### config.mk
export PLATFORM = sky130hd
export DESIGN_NAME = serial_receiver
export DESIGN_NICKNAME = d
export VERILOG_FILES = /design/src/rtl/serial_pkg.sv /design/src/rtl/edge_detector.sv /design/src/rtl/input_synchronizer.sv /design/src/rtl/serial_receiver.sv
export SDC_FILE = /design/constraint.sdc
export NUM_CORES = 1
export LEC_CHECK = 0
export BUFFER_PORTS_ARGS = -buffer_cell sky130_fd_sc_hd__buf_2
export CORE_ASPECT_RATIO = 0.5
export CORE_MARGIN = 8
export CORE_UTILIZATION = 50
export DETAILED_ROUTE_END_ITERATION = 12
export PLACE_DENSITY = 0.77
export SYNTH_ARGS = -nofsm -noshare
export SYNTH_HDL_FRONTEND = slang
export SYNTH_HIERARCHICAL = 1
export SYNTH_SLANG_ARGS = --single-unit
### constraint.sdc
create_clock -name clk -period 4.8 [get_ports clk]
set_clock_uncertainty 0.1 [all_clocks]
set_input_delay 0.24 -clock clk [delete_from_list [all_inputs] [get_ports clk]]
set_output_delay 0.24 -clock clk [all_outputs]
set_load 0.01 [all_outputs]
### src/rtl/serial_pkg.sv
// Definitions shared by the transmit and receive sides of the serial link.
package serial_pkg;

  // Word width used by both ends of the link unless overridden.
  localparam int unsigned DEFAULT_DATA_WIDTH = 8;

  typedef enum logic [1:0] {
    IDLE   = 2'd0,
    ACTIVE = 2'd1,
    ABORT  = 2'd2
  } rx_state_t;

endpackage

### src/rtl/edge_detector.sv
// Registered rising-edge detector on an already-synchronized signal.
module edge_detector #(
  parameter logic INITIAL_DATA = 1'b0
) (
  input  logic clk,
  input  logic rst_n,
  input  logic i_data,
  output logic o_rise
);

  logic r_prev;
  logic r_rise;

  // Remember the previous level and register a one-cycle pulse on a 0->1 step.
  always_ff @(posedge clk or negedge rst_n) begin
    if (!rst_n) begin
      r_prev <= INITIAL_DATA;
      r_rise <= 1'b0;
    end else begin
      r_prev <= i_data;
      r_rise <= i_data & ~r_prev;
    end
  end

  assign o_rise = r_rise;

endmodule

### src/rtl/input_synchronizer.sv
// Multi-flop synchronizer bringing one asynchronous input into the clk domain.
module input_synchronizer #(
  parameter int unsigned SYNC_STAGES = 2,
  parameter logic        RESET_VALUE = 1'b1
) (
  input  logic clk,
  input  logic rst_n,
  input  logic i_async,
  output logic o_sync
);

  logic [SYNC_STAGES-1:0] r_chain;

  // Shift the raw input through the flop chain; the last stage is the safe copy.
  always_ff @(posedge clk or negedge rst_n) begin
    if (!rst_n) begin
      r_chain <= {SYNC_STAGES{RESET_VALUE}};
    end else begin
      r_chain <= {r_chain[SYNC_STAGES-2:0], i_async};
    end
  end

  assign o_sync = r_chain[SYNC_STAGES-1];

endmodule

### src/rtl/serial_receiver.sv
// Oversampling serial receiver: synchronizes sclk/sdata/cs_n, shifts in words
// on sclk rising edges and hands them out through a one-word valid/ready buffer.
module serial_receiver
  import serial_pkg::*;
#(
  parameter int unsigned DATA_WIDTH     = DEFAULT_DATA_WIDTH,
  parameter int unsigned SYNC_STAGES    = 2,
  parameter int unsigned TIMEOUT_CYCLES = 1024,
  parameter bit          MSB_FIRST      = 1'b1
) (
  input  logic                  clk,
  input  logic                  rst_n,
  input  logic                  sclk_in,
  input  logic                  sdata_in,
  input  logic                  cs_n_in,
  output logic [DATA_WIDTH-1:0] rx_data,
  output logic                  rx_valid,
  input  logic                  rx_ready,
  output logic                  overrun,
  output logic                  frame_error,
  output logic                  timeout,
  output logic                  busy
);

  localparam int unsigned CNT_W = $clog2(DATA_WIDTH + 1);
  localparam int unsigned WD_W  = $clog2(TIMEOUT_CYCLES);
  localparam logic [CNT_W-1:0] CNT_LAST  = CNT_W'(DATA_WIDTH - 1);
  localparam logic [WD_W-1:0]  WD_MAX    = WD_W'(TIMEOUT_CYCLES - 1);
  // The timeout fires on the edge where the watchdog would step onto its last value.
  localparam logic [WD_W-1:0]  WD_EXPIRE = WD_W'(TIMEOUT_CYCLES - 2);

  logic w_sclk;
  logic w_sdata;
  logic w_cs_n;
  logic w_rise;

  rx_state_t r_state;
  rx_state_t w_next_state;

  logic [DATA_WIDTH-1:0] r_shift;
  logic [DATA_WIDTH-1:0] w_shift_next;
  logic [CNT_W-1:0]      r_cnt;
  logic [WD_W-1:0]       r_wd;
  logic [DATA_WIDTH-1:0] r_data;
  logic                  r_valid;
  logic                  r_overrun;
  logic                  r_frame_error;
  logic                  r_timeout;

  logic w_clear;
  logic w_shift_en;
  logic w_word_done;
  logic w_frame_err;
  logic w_timeout;

  input_synchronizer #(.SYNC_STAGES(SYNC_STAGES), .RESET_VALUE(1'b1)) u_sync_sclk (
    .clk(clk), .rst_n(rst_n), .i_async(sclk_in), .o_sync(w_sclk)
  );

  input_synchronizer #(.SYNC_STAGES(SYNC_STAGES), .RESET_VALUE(1'b1)) u_sync_sdata (
    .clk(clk), .rst_n(rst_n), .i_async(sdata_in), .o_sync(w_sdata)
  );

  input_synchronizer #(.SYNC_STAGES(SYNC_STAGES), .RESET_VALUE(1'b1)) u_sync_cs_n (
    .clk(clk), .rst_n(rst_n), .i_async(cs_n_in), .o_sync(w_cs_n)
  );

  edge_detector #(.INITIAL_DATA(1'b0)) u_sclk_rise (
    .clk(clk), .rst_n(rst_n), .i_data(w_sclk), .o_rise(w_rise)
  );

  // Next shift-register value with the current synchronized data bit inserted.
  always_comb begin
    w_shift_next = r_shift;
    if (MSB_FIRST) begin
      w_shift_next = {r_shift[DATA_WIDTH-2:0], w_sdata};
    end else begin
      w_shift_next = {w_sdata, r_shift[DATA_WIDTH-1:1]};
    end
  end

  // FSM state register.
  always_ff @(posedge clk or negedge rst_n) begin
    if (!rst_n) begin
      r_state <= IDLE;
    end else begin
      r_state <= w_next_state;
    end
  end

  // Next-state and control decode; cs_n release outranks a same-cycle rise.
  always_comb begin
    w_next_state = r_state;
    w_clear      = 1'b0;
    w_shift_en   = 1'b0;
    w_word_done  = 1'b0;
    w_frame_err  = 1'b0;
    w_timeout    = 1'b0;
    unique case (r_state)
      IDLE: begin
        if (!w_cs_n) begin
          w_next_state = ACTIVE;
          w_clear      = 1'b1;
        end
      end
      ACTIVE: begin
        if (w_cs_n) begin
          w_next_state = IDLE;
          w_clear      = 1'b1;
          w_frame_err  = (r_cnt != '0);
        end else if (w_rise) begin
          w_shift_en  = 1'b1;
          w_word_done = (r_cnt == CNT_LAST);
        end else if ((r_cnt != '0) && (r_wd == WD_EXPIRE)) begin
          w_next_state = ABORT;
          w_clear      = 1'b1;
          w_timeout    = 1'b1;
        end
      end
      ABORT: begin
        if (w_cs_n) begin
          w_next_state = IDLE;
        end
      end
      default: begin
        w_next_state = IDLE;
      end
    endcase
  end

  // Shift register, bit counter and saturating mid-word watchdog.
  always_ff @(posedge clk or negedge rst_n) begin
    if (!rst_n) begin
      r_shift <= '0;
      r_cnt   <= '0;
      r_wd    <= '0;
    end else if (w_clear) begin
      r_cnt <= '0;
      r_wd  <= '0;
    end else if (w_shift_en) begin
      r_shift <= w_shift_next;
      r_cnt   <= w_word_done ? '0 : r_cnt + 1'b1;
      r_wd    <= '0;
    end else if ((r_state == ACTIVE) && (r_cnt != '0) && (r_wd != WD_MAX)) begin
      r_wd <= r_wd + 1'b1;
    end
  end

  // One-word output buffer: a completed word loads if the slot is free or being
  // drained this cycle, otherwise it is dropped and flagged as overrun.
  always_ff @(posedge clk or negedge rst_n) begin
    if (!rst_n) begin
      r_data    <= '0;
      r_valid   <= 1'b0;
      r_overrun <= 1'b0;
    end else begin
      r_overrun <= 1'b0;
      if (w_word_done) begin
        if (!r_valid || rx_ready) begin
          r_data  <= w_shift_next;
          r_valid <= 1'b1;
        end else begin
          r_overrun <= 1'b1;
        end
      end else if (r_valid && rx_ready) begin
        r_valid <= 1'b0;
      end
    end
  end

  // Registered single-cycle error pulses.
  always_ff @(posedge clk or negedge rst_n) begin
    if (!rst_n) begin
      r_frame_error <= 1'b0;
      r_timeout     <= 1'b0;
    end else begin
      r_frame_error <= w_frame_err;
      r_timeout     <= w_timeout;
    end
  end

  assign rx_data     = r_data;
  assign rx_valid    = r_valid;
  assign overrun     = r_overrun;
  assign frame_error = r_frame_error;
  assign timeout     = r_timeout;
  assign busy        = (r_state == ACTIVE);

endmodule

==> flow_summary.toml <==
[routing]
vias = 1347
antenna_left = 0
vias_per_cell = 5.43
first_pass_iters = 4
drcViolationCount = 0
drtIter0Drc = 122
post_drt_wl_per_cell_microns = 14.3
drt-total-wl_microns = 3550

[clocking]
clock-sinks = 43
cts_tree = "built"
clockRootBuffer = "clkbuf_8"
clock_latency_ns = 0.30
post_cts_buffers = 0
ctsLongestPathBuffers = 2
htreeDepth = 2
numCtsBuffers = 5
clk_pin_slew_ns = 0.08

[floorplanning]
initial_core_util_pct = 50.7
rows = 16
top_level_ports = 19
die_h_microns = 59.9
die_x_microns = 104
die-area_sq_mm = 0.00622
core_area_sq_mm = 0.00380

[run_status]
violations = "negative hold slack"
outcome = "finished with violations"

[grt]
top_usage_layer = "met2"
grt_pass1_vias = 1341
grt_pass1_wl_microns = 5950
use_met1_pct = 13.0
grt_overflow_total = 0
antenna_found_initial = 0
grt_max_degree = 44
grtUsageTotal_pct = 12.1
use_met2_pct = 20.5
use_met3_pct = 4.84

[yosys]
yosysTopAreaCellShare_pct = 48.1
syn-num-nets = 179
synth_top_area_cell = "dfrtp_1"
synthArstFlopShare_pct = 100
syn_area_sq_mm = 0.00193
syn_avg_cell_area_sq_um = 11.4
synth_warnings = 6
synth_area_leaders = "dfrtp_1, dfstp_2, nand2_1, mux2_2, a21oi_1"
synth_ff_type = "dfrtp_1"
ys_seq_area_share_pct = 56.2
yosysMostFrequentCell = "dfrtp_1"
syn_inst = 169
yosys_register_bits = 43
synthTopCellsByCount = "dfrtp_1, nand2_1, a21oi_1, inv_1, mux2_2"
yosysUniqueCellTypes = 50
synth_edf_count = 0

[timing]
setup_viol = 0
drv_slew = 0
fmax_mhz = 502
tightest_slew_ns = 0.925
hold_viol_final = 37
period_needed_ns = 1.99
fin_crit_sh_pct = 41.5
whs_ns = -0.0300
relSlewSlack_pct = 38.3
rsz0062_at_grt = "false"
tns_ns = 0

[setup_path]
worst-path-buf-inv = 1
worstPathArrival_ns = 2.12
required_ns = 4.92
crit_path_start_kind = "flop"
crit_chain = "inv_1, ha_1, or3b_4, nand4_4, or4_1, a21oi_1"
path_delay_family = "simple AND/OR/NAND/NOR gates"
crit_fanout = 7
critical-path-max-stage-delay_ns = 0.53
crit_path_top_delay_cell = "or4_1"
criticalPathCategory = "reg -> reg"
end_kind = "flop"

[power_and_ir_drop]
irDropWorstVdd_mv = 0.237
power_density_mw_per_mm2 = 308
leakage_nw = 1.03

[finish]
area_growth_pct = 13.8
nNetsFinal = 203
fillCellCount = 329
num_antenna_cells = 0
final_core_util_pct = 57.7
layout-drive-gt1-share_pct = 27.3

[flow_run]
maxCapViolCount = 0

[min_path]
hold_path_class = "in -> async"

[place]
place.gp.congestion = 0.814
dpl.hpwl_microns = 2440
port_buffers = 18
-- what timing repair did --
action / in CTS / in global routing
endpoints found under the hold margin: 3 / 0
resized for setup: 0 / 0
hold buffers: 3 / 0
endpoints found under the setup margin: 0 / 0
-- registers in the layout, summed over array words and instances (netlist names) --
| register | flops |
|---|---|
| frame_error | 1 |
| overrun | 1 |
| r_cnt | 4 |
| r_shift | 7 |
| r_state | 2 |
| r_wd | 10 |
| rx_data | 8 |
| rx_valid | 1 |
| timeout | 1 |
| u_sclk_rise/o_rise | 1 |
| u_sclk_rise/r_prev | 1 |
| u_sync_cs_n/r_chain | 2 |
| u_sync_sclk/r_chain | 2 |
| u_sync_sdata/r_chain | 2 |
-- cells by family (layout without fill, tap and decap cells) --
family	Yosys count	after routing	share of synthesized area [%]
mux	9	9	5.20
compound gates	30	30	10.1
flops	43	43	56.2
fa+ha+maj	4	4	2.60
xor+xnor	1	1	0.455
buf+inv	12	37	2.60
simple gates	70	70	22.8
-- where the power goes --
group / internal [W] / total [W] / switching, W
Sequential: 0.000379 / 0.000390 / 0.0000116
Combinational: 0.0000142 / 0.0000368 / 0.0000227
Clock: 0.000117 / 0.000248 / 0.000131
Total: 0.000510 / 0.000676 / 0.000165
-- per-layer routing --
metal / wire length (microns) / part of all wire (%)
met5: 0 / 0
met4: 68 / 1.9
met3: 148 / 4.2
met2: 1770 / 50
met1: 1570 / 44
-- metrics by stage --
step | cells | area, sq um | total power, W | hold WS, ns | setup slack (ns)
floorplan | 169 | 1930 | 0.000417 | -0.156 | 3.00
global placement | 237 | 2060 | 0.000431 | 0.245 | 2.89
detailed placement | 237 | 2060 | 0.000433 | 0.246 | 2.81
CTS | 248 | 2190 | 0.000684 | 0.000650 | 2.79
global route | 248 | 2190 | 0.000703 | 0.0512 | 2.68
finish | 248 | 2190 | 0.000676 | -0.0300 | 2.81
-- cells in the final DEF, fill, tap and decap left out, types with 2 or more instances in the layout --
| cell | count |
|---|---|
| nand4_1 | 2 |
| buf_2 | 18 |
| nor2_1 | 5 |
| mux2_2 | 8 |
| nand3_1 | 3 |
| inv_1 | 8 |
| nor4_1 | 2 |
| or4_1 | 3 |
| dfrtp_1 | 37 |
| ha_1 | 4 |
| dlygate4sd3_1 | 3 |
| nand2b_1 | 3 |
| dfstp_2 | 6 |
| o21ai_0 | 4 |
| nor3_1 | 3 |
| clkbuf_8 | 6 |
| o31ai_1 | 3 |
| nand4_4 | 2 |
| a21oi_1 | 10 |
| a211oi_1 | 3 |
| and3_1 | 2 |
| nand2_1 | 29 |
-- area by class of cell --
cell class | instances | area (sq um) | share of cell area, %
Sequential cell | 43 | 1080 | 49.4
Clock buffer | 6 | 82.6 | 3.76
Timing Repair Buffer | 21 | 120 | 5.48
Clock inverter | 2 | 16.3 | 0.742
Inverter | 8 | 30.0 | 1.37
Tap cell | 54 | 67.6 | 3.08
Multi-Input combinational cell | 114 | 793 | 36.2
-- path summary, 6_finish.rpt --
check                      depth (start not counted)                 endpoint  slack [ns]                     from
setup / recovery                                   6                  r_wd[5]        2.81                 r_cnt[0]
hold / removal                                     1                 r_cnt[0]       -0.03                    rst_n
setup reg to reg                                   6                  r_wd[5]        2.81                 r_cnt[0]
min in group clk                                   3                 rx_valid        0.13                 rx_ready
max in group asynchronous                          1                  r_wd[2]        4.05                    rst_n
hold reg to reg                                    0  u_sync_sdata/r_chain[1]        0.26  u_sync_sdata/r_chain[0]
Power figures use the tool's default switching activity.
